<file path="config.mk">
export PLATFORM = sky130hd
export DESIGN_NAME = punc_control
export DESIGN_NICKNAME = d
export VERILOG_FILES = /design/src/rtl/punc_control.sv
export SDC_FILE = /design/constraint.sdc
export NUM_CORES = 1
export LEC_CHECK = 0
export CAP_MARGIN = 20
export CORE_AREA = 2 2 52 54
export DETAILED_ROUTE_END_ITERATION = 8
export DIE_AREA = 0 0 54 56
export GPL_TIMING_DRIVEN = 0
export PLACE_DENSITY = 0.79
export SKIP_LAST_GASP = 1
export SLEW_MARGIN = 20
export SYNTH_ARGS = -nofsm -noshare
export SYNTH_HDL_FRONTEND = slang
export SYNTH_SLANG_ARGS = --single-unit
</file>
<file path="constraint.sdc">
create_clock -name clk -period 2 [get_ports clk]
set_clock_uncertainty 0.1 [all_clocks]
set_input_delay 0.4 -clock clk [delete_from_list [all_inputs] [get_ports clk]]
set_output_delay 0.4 -clock clk [all_outputs]
set_load 0.02 [all_outputs]
</file>
<file path="src/rtl/punc_control.sv">
// punc_control -- control FSM for the PUnC LC3 processor.
//
// Sequences FETCH / DECODE / EXEC (/ EXEC2 for LDI and STI) from the
// instruction register value returned by the datapath, and drives every
// datapath control input. Outputs are Moore-style: a function of the
// current state and ir only.
//
// Ports:
//   clk, rst            clock, asynchronous active-high reset
//   ir[15:0]            instruction register from the datapath
//   mem_wr_en           memory write strobe
//   mem_r_addr_sel[2:0] read address: 0 pc, 1 pc_adder, 2 indirect, 3 mem data, 4 alu
//   state2_STI          write address comes from the indirect latch
//   STR                 STR addressing; write data is RF_r_data_1
//   RF_*                register file write/read controls
//   RF_w_data_sel[1:0]  write data: 0 alu, 1 pc, 2 mem, 3 pc_adder
//   ir_ld               load instruction register
//   JMP_RET_JSRR        PC load source is the alu
//   pc_ld/pc_clr/pc_up  program counter controls
//   add_const           alu B operand is the sign-extended constant
//   alu_sel[1:0]        0 PASS, 1 ADD, 2 AND, 3 NOT
//   cc_en               update condition codes
//   n, z, p             branch condition mask (nonzero only in BR EXEC)
//   const_n[10:0]       ir[10:0]
//   SEXT_Select[3:0]    1000 imm5, 0100 off6, 0010 off9, 0001 off11
//   halted              high while in HALT

module punc_control (
    input  logic        clk,
    input  logic        rst,
    input  logic [15:0] ir,
    output logic        mem_wr_en,
    output logic [2:0]  mem_r_addr_sel,
    output logic        state2_STI,
    output logic        STR,
    output logic [2:0]  RF_wr_addr,
    output logic        RF_wr_en,
    output logic [2:0]  RF_r_addr_0,
    output logic [2:0]  RF_r_addr_1,
    output logic [1:0]  RF_w_data_sel,
    output logic        ir_ld,
    output logic        JMP_RET_JSRR,
    output logic        pc_ld,
    output logic        pc_clr,
    output logic        pc_up,
    output logic        add_const,
    output logic [1:0]  alu_sel,
    output logic        cc_en,
    output logic        n,
    output logic        z,
    output logic        p,
    output logic [10:0] const_n,
    output logic [3:0]  SEXT_Select,
    output logic        halted
);

    typedef enum logic [2:0] {
        S_INIT, S_FETCH, S_DECODE, S_EXEC, S_EXEC2, S_HALT
    } state_t;

    typedef enum logic [3:0] {
        OP_BR  = 4'b0000, OP_ADD = 4'b0001, OP_LD  = 4'b0010, OP_ST  = 4'b0011,
        OP_JSR = 4'b0100, OP_AND = 4'b0101, OP_LDR = 4'b0110, OP_STR = 4'b0111,
        OP_RTI = 4'b1000, OP_NOT = 4'b1001, OP_LDI = 4'b1010, OP_STI = 4'b1011,
        OP_JMP = 4'b1100, OP_RES = 4'b1101, OP_LEA = 4'b1110, OP_TRAP = 4'b1111
    } opcode_t;

    typedef enum logic [1:0] {
        ALU_PASS = 2'd0, ALU_ADD = 2'd1, ALU_AND = 2'd2, ALU_NOT = 2'd3
    } alu_t;

    localparam logic [3:0] SEXT_IMM5  = 4'b1000;
    localparam logic [3:0] SEXT_OFF6  = 4'b0100;
    localparam logic [3:0] SEXT_OFF9  = 4'b0010;
    localparam logic [3:0] SEXT_OFF11 = 4'b0001;

    state_t  r_state;
    state_t  w_next;
    opcode_t w_op;
    logic [2:0] w_dr;
    logic [2:0] w_base;
    logic [2:0] w_sr2;

    assign w_op    = opcode_t'(ir[15:12]);
    assign w_dr    = ir[11:9];
    assign w_base  = ir[8:6];
    assign w_sr2   = ir[2:0];
    assign const_n = ir[10:0];

    always_ff @(posedge clk or posedge rst) begin
        if (rst) r_state <= S_INIT;
        else     r_state <= w_next;
    end

    always_comb begin
        w_next         = r_state;
        mem_wr_en      = 1'b0;
        mem_r_addr_sel = 3'd0;
        state2_STI     = 1'b0;
        STR            = 1'b0;
        RF_wr_addr     = '0;
        RF_wr_en       = 1'b0;
        RF_r_addr_0    = '0;
        RF_r_addr_1    = '0;
        RF_w_data_sel  = 2'd0;
        ir_ld          = 1'b0;
        JMP_RET_JSRR   = 1'b0;
        pc_ld          = 1'b0;
        pc_clr         = 1'b0;
        pc_up          = 1'b0;
        add_const      = 1'b0;
        alu_sel        = ALU_PASS;
        cc_en          = 1'b0;
        n              = 1'b0;
        z              = 1'b0;
        p              = 1'b0;
        SEXT_Select    = '0;
        halted         = 1'b0;

        case (r_state)
            S_INIT: begin
                pc_clr = 1'b1;
                w_next = S_FETCH;
            end
            S_FETCH: begin
                mem_r_addr_sel = 3'd0;
                ir_ld          = 1'b1;
                pc_up          = 1'b1;
                w_next         = S_DECODE;
            end
            S_DECODE: begin
                w_next = (w_op == OP_TRAP) ? S_HALT : S_EXEC;
            end
            S_EXEC: begin
                w_next = S_FETCH;
                case (w_op)
                    OP_ADD, OP_AND: begin
                        RF_r_addr_0   = w_base;
                        RF_r_addr_1   = w_sr2;
                        add_const     = ir[5];
                        SEXT_Select   = SEXT_IMM5;
                        alu_sel       = (w_op == OP_ADD) ? ALU_ADD : ALU_AND;
                        RF_wr_en      = 1'b1;
                        RF_wr_addr    = w_dr;
                        RF_w_data_sel = 2'd0;
                        cc_en         = 1'b1;
                    end
                    OP_NOT: begin
                        RF_r_addr_0   = w_base;
                        alu_sel       = ALU_NOT;
                        RF_wr_en      = 1'b1;
                        RF_wr_addr    = w_dr;
                        RF_w_data_sel = 2'd0;
                        cc_en         = 1'b1;
                    end
                    OP_BR: begin
                        {n, z, p}    = ir[11:9];
                        SEXT_Select  = SEXT_OFF9;
                        JMP_RET_JSRR = 1'b0;
                    end
                    OP_LD: begin
                        mem_r_addr_sel = 3'd1;
                        SEXT_Select    = SEXT_OFF9;
                        RF_wr_en       = 1'b1;
                        RF_wr_addr     = w_dr;
                        RF_w_data_sel  = 2'd2;
                    end
                    OP_LDR: begin
                        RF_r_addr_0    = w_base;
                        add_const      = 1'b1;
                        SEXT_Select    = SEXT_OFF6;
                        alu_sel        = ALU_ADD;
                        mem_r_addr_sel = 3'd4;
                        RF_wr_en       = 1'b1;
                        RF_wr_addr     = w_dr;
                        RF_w_data_sel  = 2'd2;
                    end
                    OP_LEA: begin
                        SEXT_Select   = SEXT_OFF9;
                        RF_wr_en      = 1'b1;
                        RF_wr_addr    = w_dr;
                        RF_w_data_sel = 2'd3;
                    end
                    OP_ST: begin
                        RF_r_addr_0 = w_dr;
                        alu_sel     = ALU_PASS;
                        SEXT_Select = SEXT_OFF9;
                        mem_wr_en   = 1'b1;
                    end
                    OP_STR: begin
                        STR         = 1'b1;
                        RF_r_addr_0 = w_base;
                        RF_r_addr_1 = w_dr;
                        add_const   = 1'b1;
                        SEXT_Select = SEXT_OFF6;
                        alu_sel     = ALU_ADD;
                        mem_wr_en   = 1'b1;
                    end
                    OP_LDI, OP_STI: begin
                        // Datapath's indirect latch captures the pointer at this edge.
                        mem_r_addr_sel = 3'd1;
                        SEXT_Select    = SEXT_OFF9;
                        w_next         = S_EXEC2;
                    end
                    OP_JSR: begin
                        RF_wr_en      = 1'b1;
                        RF_wr_addr    = 3'd7;
                        RF_w_data_sel = 2'd1;
                        pc_ld         = 1'b1;
                        if (ir[11]) begin
                            SEXT_Select  = SEXT_OFF11;
                            JMP_RET_JSRR = 1'b0;
                        end else begin
                            RF_r_addr_0  = w_base;
                            alu_sel      = ALU_PASS;
                            JMP_RET_JSRR = 1'b1;
                        end
                    end
                    OP_JMP: begin
                        RF_r_addr_0  = w_base;
                        alu_sel      = ALU_PASS;
                        JMP_RET_JSRR = 1'b1;
                        pc_ld        = 1'b1;
                    end
                    default: ; // RTI, reserved, TRAP (unreachable here): NOP
                endcase
            end
            S_EXEC2: begin
                w_next = S_FETCH;
                // ir holds LDI (1010) or STI (1011); bit 12 separates them.
                if (ir[12]) begin
                    state2_STI  = 1'b1;
                    RF_r_addr_0 = w_dr;
                    alu_sel     = ALU_PASS;
                    mem_wr_en   = 1'b1;
                end else begin
                    mem_r_addr_sel = 3'd2;
                    RF_wr_en       = 1'b1;
                    RF_wr_addr     = w_dr;
                    RF_w_data_sel  = 2'd2;
                end
            end
            S_HALT: begin
                halted = 1'b1;
            end
            default: w_next = S_INIT;
        endcase

        // Kill write strobes combinationally so no partial write lands
        // on the edge following a mid-instruction reset.
        if (rst) begin
            mem_wr_en = 1'b0;
            RF_wr_en  = 1'b0;
        end
    end

endmodule

</file>
==> metrics.txt <==
Leak 0.865 nW; CTS sink count 3; Worst Hold Slack 0.329 ns; final slew viol count 0; Post-Route WL 3790 µm; Die Height 56 µm; WP buf/inv 1; switching power total 0.673 mW; Period minus WS final 2.22 ns; cell area power density 784 nW/µm²; crit path cell chain and2b_2 > nand2_4 > o41ai_4 > a32o_2 > buf_6; syn nets 135; CTS Hold Bufs 0; first-pass GRT wire length 5040 µm; GRT overflow 0; Final Net Count 218; post-route DRC violation count 0; vias in the first global route 1129; # IOs 64; diode count 0; max cap viols 0; Via density 5.33; Worst Tran Pin Value 0.353 ns; Gate power share 0.842; synthesized flop and latch total 3; via count 1221; initial antenna violation count 0; Final GP Congestion 0.824; total core area 2430 µm²; fmax 451 MHz; worst min path class in2async; Final Cycle Share 1.11; Netlist Area Pre-Place 790 µm²; CP endpoint kind output port; First DRT Iteration DRCs 22; synth warn 0; Synth cell types 40; largest net degree at the start of global routing 11; total track usage 0.215; final core utilization 0.733; die footprint 3020 µm²; Post-synth top flop dfrtp_1; Post-synth ARST share 1.00; Setup CP Type reg2out; status finished, violations left; P_int 0.724 mW; number of synthesized flops with an enable pin 0; share of cells above drive strength 1 0.603; Avg Synthesized Cell Area 6.75 µm²; Worst setup SP type flop; Final Hold Fails 0; Largest register FFs 3; CTS clk-pin slew, worst paths 0.04 ns; setup ws final -0.216 ns; sw frac 0.482; Port Buffer Count 59; total power 1.40 mW; Fillers 205; crit path DAT 1.72 ns; clock share of power 0.082; synthesis-to-layout area growth 126%; Largest regs r_state (3); number of iterations in the first detailed-routing pass 4; Clk Latency, worst-skew pair 0.24 ns; Final setup viols 23; Syn Inst Count 117; HPWL after DPL 2260 µm; cell family with most CP delay compound AO/OA/AOI/OAI gates; worst endpoint required time 1.50 ns; Slew HR 0.763; final antenna-violating net count 0; CP peak stage delay 0.43 ns; starting density of the core 0.325; DR WL/cell 16.6 µm; CTS tree yes; Largest Register r_state; Die W 54 µm; CTS Buffer Depth 2; num rows 18; total CTS buffers 3; slowest CP cell dfrtp_2; RSZ-0062 raised after global routing yes; Max VDD drop 881 µV; Flop pwr share 0.076; failing checks setup timing; worst-path fanout max 5; Seq/Total Area, Yosys 0.0951; # H-tree levels 1; Root Buffer clkbuf_4
[layer usage]
| layer | wire, µm | track usage |
|---|---|---|
| met3 | 242 | 0.0269 |
| met2 | 1970 | 0.401 |
| met5 | 0 | 0 |
| met1 | 1500 | 0.247 |
| met4 | 77 | 0.0536 |
[power by group through the flow]
stage	Clock, mW	Sequential, mW	Combinational [mW]
after global routing	0.124	0.108	1.23
after detailed placement	0	0.108	0.838
after floorplan	0	0.103	0.539
after CTS	0.118	0.105	0.931
after global placement	0	0.107	0.826
final	0.115	0.106	1.18
[cells in the final DEF, fill, tap and decap left out, types with 2 or more instances in the layout]
| cell | count |
|---|---|
| clkbuf_4 | 3 |
| and2_1 | 3 |
| nand3_1 | 5 |
| inv_1 | 3 |
| nor2_4 | 4 |
| nand2_2 | 3 |
| nor2_1 | 6 |
| nand2_1 | 5 |
| mux2i_1 | 2 |
| buf_6 | 21 |
| a21oi_1 | 7 |
| clkdlybuf4s50_1 | 12 |
| dfrtp_1 | 2 |
| buf_4 | 40 |
| dlygate4sd2_1 | 12 |
| clkdlybuf4s15_1 | 2 |
| o21a_1 | 3 |
| a21oi_2 | 3 |
| and3_1 | 3 |
| nand2b_1 | 3 |
| a32o_2 | 2 |
| nor3b_4 | 2 |
| clkdlybuf4s15_2 | 4 |
| nor3_2 | 6 |
| inv_2 | 2 |
| buf_2 | 8 |
| nand3_2 | 3 |
[cells in the mapped netlist (2+ instances only)]
cell,n,area share
dfrtp_1,3,0.095
nand2_1,8,0.038
inv_1,5,0.024
nand3_1,8,0.051
a21oi_1,10,0.063
nand2b_1,3,0.024
and3_1,3,0.024
a31oi_1,3,0.024
nor3_1,8,0.051
inv_2,2,0.0095
buf_4,14,0.13
o21a_1,3,0.029
a32o_1,3,0.038
nor2_1,10,0.048
mux2i_1,2,0.025
buf_2,4,0.025
nor2b_1,2,0.016
and2_1,3,0.024
o21ai_0,2,0.013
[area by class of cell]
| cell class | instances | area, µm² | share of cell area |
|---|---|---|---|
| clock buffer | 4 | 26.3 | 0.0147 |
| sequential | 3 | 76.3 | 0.0428 |
| multi-input combinational | 85 | 737 | 0.414 |
| buffer | 22 | 180 | 0.101 |
| timing repair buffer | 78 | 692 | 0.388 |
| tap | 30 | 37.5 | 0.0211 |
| inverter | 7 | 32.5 | 0.0183 |
[cells by family (layout without fill, tap and decap cells)]
logic type / after synthesis / count (layout) / share of synthesized area
flip-flops: 3 / 3 / 0.0951
buffers and inverters: 29 / 111 / 0.222
AND/OR/NAND/NOR: 55 / 55 / 0.403
multiplexers: 2 / 2 / 0.0254
AO/OA/AOI/OAI: 28 / 28 / 0.255
[path summary, 6_finish.rpt]
path	depth (start not counted)	to	from	slack, ns
min in group clk	2	r_state[1]$_DFFE_PP0N_	r_state[2]$_DFFE_PP0N_	0.52
setup reg to reg	4	r_state[2]$_DFFE_PP0N_	r_state[1]$_DFFE_PP0N_	0.70
setup / recovery	5	RF_r_addr_0[2]	r_state[2]$_DFFE_PP0N_	-0.22
hold reg to reg	2	r_state[1]$_DFFE_PP0N_	r_state[2]$_DFFE_PP0N_	0.52
hold / removal	2	r_state[0]$_DFFE_PP0N_	rst	0.33
max in group asynchronous	2	r_state[2]$_DFFE_PP0N_	rst	1.32
[through the flow]
stage          setup slack [ns]  cells  instance area (µm²)  TNS [ns]
6_report                 -0.216    229                 1780     -2.58
5_1_grt                  -0.282    229                 1780     -4.19
4_1_cts                  -0.189    217                 1530     -1.89
3_5_place_dp             -0.884    206                 1430    -21.13
2_1_floorplan           0.00961    117                  798         0
3_3_place_gp             -0.912    206                 1430    -20.64
[what timing repair did]
item	4_1_cts	5_1_grt
buffers inserted	5	12
pin swaps	10	14
gates cloned	2	0
setup endpoints to repair	44	32
resized for setup	190	55
No activity file was read; power rests on OpenSTA's default activity.
